$ cat config.mk
export PLATFORM = sky130hd
export DESIGN_NAME = muldiv_unit
export DESIGN_NICKNAME = d
export VERILOG_FILES = /design/src/rtl/muldiv_defs.sv /design/src/rtl/muldiv_signfix.sv /design/src/rtl/muldiv_unit.sv
export SDC_FILE = /design/constraint.sdc
export NUM_CORES = 1
export LEC_CHECK = 0
export CAP_MARGIN = 20
export CELL_PAD_IN_SITES_DETAIL_PLACEMENT = 0
export CELL_PAD_IN_SITES_GLOBAL_PLACEMENT = 1
export CORE_MARGIN = 2
export CORE_UTILIZATION = 45
export CTS_CLUSTER_DIAMETER = 150
export CTS_CLUSTER_SIZE = 8
export DETAILED_ROUTE_END_ITERATION = 8
export PLACE_DENSITY = 0.94
export SLEW_MARGIN = 20
export SYNTH_ARGS = -nofsm -noshare
export SYNTH_HDL_FRONTEND = slang
export SYNTH_SLANG_ARGS = --single-unit
$ cat constraint.sdc
create_clock -name clk -period 4.51 [get_ports clk]
set_input_delay 0.6765 -clock clk [delete_from_list [all_inputs] [get_ports clk]]
set_output_delay 0.6765 -clock clk [all_outputs]
set_load 0.05 [all_outputs]
$ cat src/rtl/muldiv_defs.sv
// muldiv_defs: shared op encodings, FSM states and default width for the multiply/divide unit
package muldiv_defs;
    localparam int N_DEF = 32;
    typedef enum logic [1:0] {OP_MULT = 2'b00, OP_MULTU = 2'b01, OP_DIV = 2'b10, OP_DIVU = 2'b11} op_t;
    typedef enum logic [1:0] {IDLE, CALC, FIX} state_t;
endpackage

$ cat src/rtl/muldiv_signfix.sv
// muldiv_signfix: operand magnitudes on entry and sign correction of the 2N result at completion
module muldiv_signfix
    import muldiv_defs::*;
#(
    parameter int N = N_DEF
) (
    input  logic           sgn,
    input  logic [N-1:0]   a,
    input  logic [N-1:0]   b,
    output logic           sa,
    output logic           sb,
    output logic [N-1:0]   ma,
    output logic [N-1:0]   mb,
    input  logic           is_div,
    input  logic           fa,
    input  logic           fb,
    input  logic [2*N-1:0] acc,
    output logic [N-1:0]   hi,
    output logic [N-1:0]   lo
);
    logic [2*N-1:0] prod;
    always_comb begin
        sa = sgn & a[N-1];
        sb = sgn & b[N-1];
        ma = sa ? -a : a;
        mb = sb ? -b : b;
        prod = (fa ^ fb) ? -acc : acc;
        hi = is_div ? (fa ? -acc[2*N-1:N] : acc[2*N-1:N]) : prod[2*N-1:N];
        lo = is_div ? ((fa ^ fb) ? -acc[N-1:0] : acc[N-1:0]) : prod[N-1:0];
    end
endmodule

$ cat src/rtl/muldiv_unit.sv
// muldiv_unit: iterative MULT/MULTU/DIV/DIVU into HI/LO; MULDIV_FAST_MUL_EN selects a single-cycle multiply
module muldiv_unit
    import muldiv_defs::*;
#(
    parameter int N = N_DEF
) (
    input  logic         clk,
    input  logic         rst_n,
    input  logic         start,
    input  logic [1:0]   op,
    input  logic [N-1:0] A,
    input  logic [N-1:0] B,
    input  logic         flush,
    output logic         busy,
    output logic         done,
    output logic [N-1:0] hi,
    output logic [N-1:0] lo,
    output logic         div_zero
);
    localparam int CW = $clog2(N);
    state_t state;
    logic [2*N-1:0] acc;
    logic [N-1:0] opb, a_orig, ma, mb, res_hi, res_lo;
    logic [CW-1:0] cnt;
    logic is_div, dz, fa, fb, sa, sb;
    logic [N:0] add_sum, sub_cand, sub_diff;

    muldiv_signfix #(.N(N)) u_signfix (
        .sgn(!op[0]), .a(A), .b(B), .sa(sa), .sb(sb), .ma(ma), .mb(mb),
        .is_div(is_div), .fa(fa), .fb(fb), .acc(acc), .hi(res_hi), .lo(res_lo)
    );

    // acc holds {partial, multiplier} when multiplying and {remainder, quotient} when dividing
    assign add_sum  = {1'b0, acc[2*N-1:N]} + (acc[0] ? {1'b0, opb} : '0);
    assign sub_cand = acc[2*N-1:N-1];
    assign sub_diff = sub_cand - {1'b0, opb};

    always_ff @(posedge clk or negedge rst_n) begin
        if (!rst_n) begin
            state <= IDLE;
            busy <= 1'b0;
            done <= 1'b0;
            hi <= '0;
            lo <= '0;
            div_zero <= 1'b0;
            acc <= '0;
            opb <= '0;
            a_orig <= '0;
            cnt <= '0;
            is_div <= 1'b0;
            dz <= 1'b0;
            fa <= 1'b0;
            fb <= 1'b0;
        end else begin
            done <= 1'b0;
            if (flush && state != IDLE) begin
                state <= IDLE;
                busy <= 1'b0;
            end else begin
                case (state)
                    IDLE: if (start && !flush) begin
                        is_div <= op[1];
                        fa <= sa;
                        fb <= sb;
                        opb <= op[1] ? mb : ma;
                        dz <= op[1] && B == '0;
                        a_orig <= A;
                        div_zero <= 1'b0;
                        busy <= 1'b1;
                        cnt <= CW'(N - 1);
`ifdef MULDIV_FAST_MUL_EN
                        acc <= op[1] ? {{N{1'b0}}, ma} : (2*N)'(ma) * (2*N)'(mb);
                        state <= op[1] ? CALC : FIX;
`else
                        acc <= {{N{1'b0}}, op[1] ? ma : mb};
                        state <= CALC;
`endif
                    end
                    CALC: begin
                        acc <= is_div ? (sub_diff[N] ? {sub_cand[N-1:0], acc[N-2:0], 1'b0}
                                                     : {sub_diff[N-1:0], acc[N-2:0], 1'b1})
                                      : {add_sum, acc[N-1:1]};
                        cnt <= cnt - 1'b1;
                        if (cnt == '0) state <= FIX;
                    end
                    FIX: begin
                        hi <= dz ? a_orig : res_hi;
                        lo <= dz ? '1 : res_lo;
                        div_zero <= dz;
                        done <= 1'b1;
                        busy <= 1'b0;
                        state <= IDLE;
                    end
                    default: state <= IDLE;
                endcase
            end
        end
    end
endmodule

After elaboration in Yosys (flattened, before gate mapping)
Index checks and enable logic that the tools add are counted.
{"block": "word_totals", "inputBits": 70, "output_inout_bits": 67, "wordCells": 78, "register_bits": 206}
{"block": "op_classes", "addsub": 8, "muxes": 29, "n_bitwise": 4, "reduce_logical": 18, "n_eq_ne": 5}
{"op": "2-to-1 mux 32 bit", "count": 11}
{"op": "2-to-1 mux 64 bit", "count": 4}
{"op": "negator 32 bit", "count": 4}
{"op": "one-hot mux 64 bit (2 select lines)", "count": 1}
{"op": "negator 64 bit", "count": 1}
{"op": "adder 32 x 32 -> 33 bit", "count": 1}
{"op": "subtractor 33 x 32 -> 33 bit", "count": 1}
{"op": "logical NOT 32 bit", "count": 1}
{"op": "one-hot mux 5 bit (2 select lines)", "count": 1}
{"op": "AND reduction 3 bit", "count": 3}
{"op": "2-to-1 mux 2 bit", "count": 3}
{"op": "inequality test 3 bit (second input constant)", "count": 2}
{"op": "AND reduction 2 bit", "count": 3}
{"op": "nonzero test 2 bit", "count": 3}
{"op": "logical NOT 5 bit", "count": 1}
{"op": "2-to-1 mux 1 bit", "count": 5}
{"op": "2-to-1 mux 5 bit", "count": 1}
{"op": "subtractor 5 x 1 -> 5 bit (second input constant)", "count": 1}
{"op": "one-hot mux 1 bit (2 select lines)", "count": 2}
{"op": "one-hot mux 2 bit (2 select lines)", "count": 1}
{"op": "logical AND 1 bit", "count": 3}
{"op": "nonzero test 3 bit", "count": 1}
{"op": "AND 1 bit", "count": 2}
{"op": "equality test 2 x 1 -> 1 bit (second input constant)", "count": 1}
{"op": "6 further kinds", "count": 7}

Depth between registers and ports, before layout
{"block": "logic_depth", "word_depth": 6, "depth_mapped": 14, "mapped_depth_nobuf": 13}

Hierarchy
From an unflattened synthesis, not the netlist that was laid out.
{"block": "hier_totals", "hier_cells": 2078, "area_unflattened_um2": 16608.4}
{"mod": "muldiv_unit", "cells_per_inst": 1565, "area_per_inst_um2": 13310.3, "n_inst": 1, "seq_area_each_um2": 5154.9}
{"mod": "muldiv_signfix", "cells_per_inst": 513, "area_per_inst_um2": 3298.2, "n_inst": 1, "seq_area_each_um2": 0.0}

Least setup slack after synthesis
No wires, ideal clock.
{"block": "synth_path", "path_kind": "register to register", "start": "reg acc[0]", "end": "reg acc[53]", "required_ps": 4384, "path_slack_ps": 1360, "period_less_slack_ps": 3150, "path_stages_with_launch": 14, "arrival_ps": 3024, "path_buffers": 1, "setup_ps": 126, "cell_sequence": "dfrtp_1 -> inv_1 -> clkbuf_1 -> nor2_1 -> ha_1 -> a21oi_1 -> o21ai_0 -> or3_1 -> or2_2 -> a21oi_1 -> o211ai_1 -> a21oi_1 -> xnor2_1 -> a221o_1"}
{"block": "synth_via", "elab_chain_len": 4}
{"item": "start: declaration", "line": "muldiv_unit.sv:22", "source": "logic [2*N-1:0] acc;"}
{"item": "start signal: assignment", "line": "muldiv_unit.sv:75", "source": "acc <= {{N{1'b0}}, op[1] ? ma : mb};"}
{"item": "start signal: assignment", "line": "muldiv_unit.sv:80", "source": "acc <= is_div ? (sub_diff[N] ? {sub_cand[N-1:0], acc[N-2:0], 1'b0}"}
{"item": "2-to-1 mux 32 bit", "line": "muldiv_unit.sv:34", "source": "assign add_sum = {1'b0, acc[2*N-1:N]} + (acc[0] ? {1'b0, opb} : '0);"}
{"item": "adder 32 x 32 -> 33 bit", "line": "muldiv_unit.sv:34"}
{"item": "2-to-1 mux 64 bit", "line": "muldiv_unit.sv:80"}
{"item": "one-hot mux 64 bit (2 select lines)", "line": "muldiv_unit.sv:60", "source": "case (state)"}
Every way passes these cells.
A chain may end at the register's enable or synchronous reset.

Worst setup path in the final report
{"block": "layout_path", "start": "reg acc[31]", "end": "reg acc[53]"}
{"block": "layout_via", "elab_chain_len": 4}
{"item": "subtractor 33 x 32 -> 33 bit", "line": "muldiv_unit.sv:36", "source": "assign sub_diff = sub_cand - {1'b0, opb};"}
{"item": "2-to-1 mux 64 bit (2 in series)", "line": "muldiv_unit.sv:80"}
{"item": "one-hot mux 64 bit (2 select lines)", "line": "muldiv_unit.sv:60"}
Every way passes these cells.

==> impl_summary.log <==
INFO  metric insertedDiodeCount = 0
INFO  metric post_dp_cell_area = 18000 um2
INFO  metric drtAntennaViolNets = 0
INFO  metric worst_hold_margin = 276 ps
INFO  metric peakVddDrop = 0.378 mV
INFO  metric synth_simple_gate_area_share = approximately a fifth
INFO  metric floorplan.initialDensity = between 40% and 50%
INFO  metric die-area = 37100 um2
INFO  metric finalHoldViolCount = 0
INFO  metric grt_overflow_total = 0
INFO  metric chipHeight = 193 um
INFO  metric drv.max_cap_violation_count = 0
INFO  metric synth-compound-area-share = between 20% and 30%
INFO  metric cts.repair_timing.setup_buffer_count = 0
INFO  metric netlist.top_cell.by_area = sky130_fd_sc_hd__dfrtp_1
INFO  metric status = completed
INFO  metric synth.net_count = around 2.2k
INFO  metric syn-mean-instance-area = 7.95 um2
INFO  metric grt_max_degree = 120
INFO  metric synth_async_sr_flop_share = between 90% and 100%
INFO  metric post-synth-top-count-cell = sky130_fd_sc_hd__nand2_1
INFO  metric synthCells = 2014
INFO  metric design_power_total = 10.5 mW
INFO  metric core_area = 35300 um2
INFO  metric seqCellArea = 5160 um2
INFO  metric period_minus_slack = 3940 ps
INFO  metric min_path_type = primary input to async pin
INFO  metric route.detailed.wl_per_inst = 22.5 um
INFO  metric layout_filler_cell_count = 3308
INFO  metric tritoncts = built
INFO  metric cts-resized-gates = 0
INFO  metric design.final.nets = 2258
INFO  metric synth_common_cells = sky130_fd_sc_hd__nand2_1, sky130_fd_sc_hd__nor2_1, sky130_fd_sc_hd__dfrtp_1
INFO  metric synthToLayoutAreaGrowth = 16.9%
INFO  metric dieWidth = 193 um
INFO  metric io-pin-count = 137
INFO  metric placementRows = a little under 70
INFO  metric fin_ws = 566 ps
INFO  metric power_density = roughly 560 nW/um2
INFO  metric final_area = 18700 um2
INFO  metric synth-seq-cells = 206
INFO  metric cts_root_buffer = sky130_fd_sc_hd__clkbuf_16
INFO  metric routed_wl = around 58000 um
INFO  metric post_synth_instance_area = 16000 um2
INFO  metric setup_viol = 0
INFO  metric finalWeightedCongestion = 0.983
INFO  metric global_route_wire_length_before_repair = 87900 um
INFO  metric setup_tns = 0 ps
INFO  metric numCtsBuffers = 29
INFO  metric max-clock-path-buffers = 3
INFO  metric timing.critical_path.arrival = 4370 ps
INFO  metric timing.critical_path.from_type = flip-flop
INFO  metric finClkSkew = 35.6 ps
INFO  metric cts_hold_buf = 0
INFO  metric clock_tree.htree_level_count = 1
INFO  metric synth_flop_cell = sky130_fd_sc_hd__dfrtp_1
INFO  metric route.detailed.vias_per_inst = 6.22
INFO  metric netlist_top_cells_area = sky130_fd_sc_hd__dfrtp_1, sky130_fd_sc_hd__a21oi_1, sky130_fd_sc_hd__nand2_1, sky130_fd_sc_hd__xnor2_1, sky130_fd_sc_hd__ha_1
INFO  metric largest_fanout_on_the_critical_path = 18
INFO  metric post_synth_fa_ha_maj_area_fraction = 5.72%
INFO  metric post-route-drc-count = 0
INFO  metric criticalPathCategory = flip-flop to flip-flop
INFO  metric port_buffers = 136
INFO  metric initialDrtViolationCount = between 1.5k and 2k
INFO  metric worst-endpoint-required = 4940 ps
INFO  metric timing.slew.headroom = 22.5%
INFO  metric cts.sinks = 206
INFO  metric worstSetupEndpointType = flip-flop
INFO  metric dp_slack = 602 ps
INFO  metric combinational_family_with_the_most_area_after_synthesis = compound AO/OA/AOI/OAI gates
INFO  metric synth_edf_count = 0
INFO  metric synth-xor-area-share = roughly a tenth
INFO  metric yosysTopAreaCellShare = 32.2%
INFO  metric clkTransAtPathRegs = around 60 ps
INFO  metric yosys-mux-area-fraction = 4.30%
INFO  metric layout_worst_path_cycle_share = 87.5%
INFO  metric globalRouteTotalUtil = between 30% and 40%
INFO  metric synth.yosys.seq_area_share = between 30% and 40%
INFO  metric synth.lib_cells_used.distinct = 73
INFO  metric place.detailed.hpwl = 43800 um
INFO  metric multiInputGateArea = a little over 10000 um2
INFO  metric grt_antenna_before_repair = 0
INFO  metric leakagePower = 8.06 nW
INFO  metric final_max_slew_viol_count = 0
INFO  metric worst_pin_slew = 1160 ps
INFO  metric detail_route.first_pass.iterations = 6
INFO  metric synthesis.yosys.warnings = 0
INFO  metric clk-insertion-delay-late = 570 ps
INFO  metric peak_freq = 254 MHz
INFO  metric first_global_vias = 15.3k
INFO  metric share_of_layout_cells_above_drive_strength_1 = 5.67%
INFO  metric detailroute.via_count = 16.0k
INFO  metric setup_repair_after_global_routing_missed_its_margin = no
-- flip-flops by register name (all words and copies together) (netlist names) --
name	flops
div_zero	1
hi	32
busy	1
lo	32
fb	1
acc	64
is_div	1
fa	1
done	1
state	2
dz	1
opb	32
a_orig	32
cnt	5
-- worst max-delay path, stage by stage (launching register included) --
cell	delay (ps)
sky130_fd_sc_hd__dfrtp_1	380
sky130_fd_sc_hd__inv_1	100
sky130_fd_sc_hd__ha_1	240
sky130_fd_sc_hd__fa_1	400
sky130_fd_sc_hd__nor2b_1	210
sky130_fd_sc_hd__o31ai_1	130
sky130_fd_sc_hd__a21oi_1	150
sky130_fd_sc_hd__buf_4	160
sky130_fd_sc_hd__o21ai_0	270
sky130_fd_sc_hd__o31ai_1	600
sky130_fd_sc_hd__xor2_4	330
sky130_fd_sc_hd__buf_4	350
sky130_fd_sc_hd__nand2b_1	150
sky130_fd_sc_hd__a21oi_1	70
sky130_fd_sc_hd__a221o_1	270
-- power breakdown --
part,internal [mW],switching (mW),leakage (nW),total (mW)
Combinational,2.30,3.52,5.04,5.82
Clock,1.15,0.828,0.376,1.97
Sequential,2.20,0.519,2.64,2.72
-- logic make-up after synthesis --
family | count (synthesis)
fa+ha+maj | 72
xor+xnor | 180
buf+inv | 186
mux | 68
simple gates | 693
flops | 206
compound gates | 609
-- stage by stage --
step           instances  util (%)
2_1_floorplan       2014         -
3_3_place_gp        2546      50.9
3_5_place_dp        2546      50.9
4_1_cts             2578      53.0
5_1_grt             2578      53.0
6_report            2578      53.0
-- area by class of cell --
class	instances	share of cell area [%]
flip-flops and latches	206	27.5
clock buffers	31	3.97
clock inverters	1	0.107
inverters	69	1.38
well taps	461	3.08
multi-input cells	1622	54.4
repair buffers	188	9.55
-- cells in the final DEF, fill, tap and decap left out, types with 32 or more instances in the layout --
cell type | Yosys | final
sky130_fd_sc_hd__nand2_1 | 252 | 252
sky130_fd_sc_hd__a21o_1 | 32 | 32
sky130_fd_sc_hd__nor2_1 | 213 | 211
sky130_fd_sc_hd__inv_1 | 69 | 69
sky130_fd_sc_hd__a21oi_1 | 201 | 201
sky130_fd_sc_hd__nor3_1 | 48 | 48
sky130_fd_sc_hd__clkdlybuf4s50_1 | 0 | 134
sky130_fd_sc_hd__o21ai_0 | 169 | 169
sky130_fd_sc_hd__buf_4 | 1 | 49
sky130_fd_sc_hd__ha_1 | 70 | 70
sky130_fd_sc_hd__xor2_1 | 75 | 74
sky130_fd_sc_hd__dfrtp_1 | 206 | 205
sky130_fd_sc_hd__xnor2_1 | 105 | 105
sky130_fd_sc_hd__mux2i_1 | 62 | 62
-- final timing paths --
check	start	endpoint	slack, ps	cells past startpoint
worst max register to register	acc[31]$_DFFE_PN0P_	acc[53]$_DFFE_PN0P_	570	14
max in group asynchronous	rst_n	acc[42]$_DFFE_PN0P_	3260	2
worst max-delay path	acc[31]$_DFFE_PN0P_	acc[53]$_DFFE_PN0P_	570	14
worst min register to register	a_orig[31]$_DFFE_PN0P_	a_orig[31]$_DFFE_PN0P_	470	2
min in group clk	a_orig[31]$_DFFE_PN0P_	a_orig[31]$_DFFE_PN0P_	470	2
worst min-delay path	rst_n	hi[13]$_DFFE_PN0P_	280	1
-- routing by layer --
| layer | wire (um) | global-route usage [%] |
|---|---|---|
| met1 | 24700 | 42.7 |
| met3 | 5490 | 5.86 |
| met4 | 2520 | 12.7 |
| met2 | 25400 | 47.4 |
| met5 | 0 | 0 |
No activity file was read; power rests on OpenSTA's default activity.
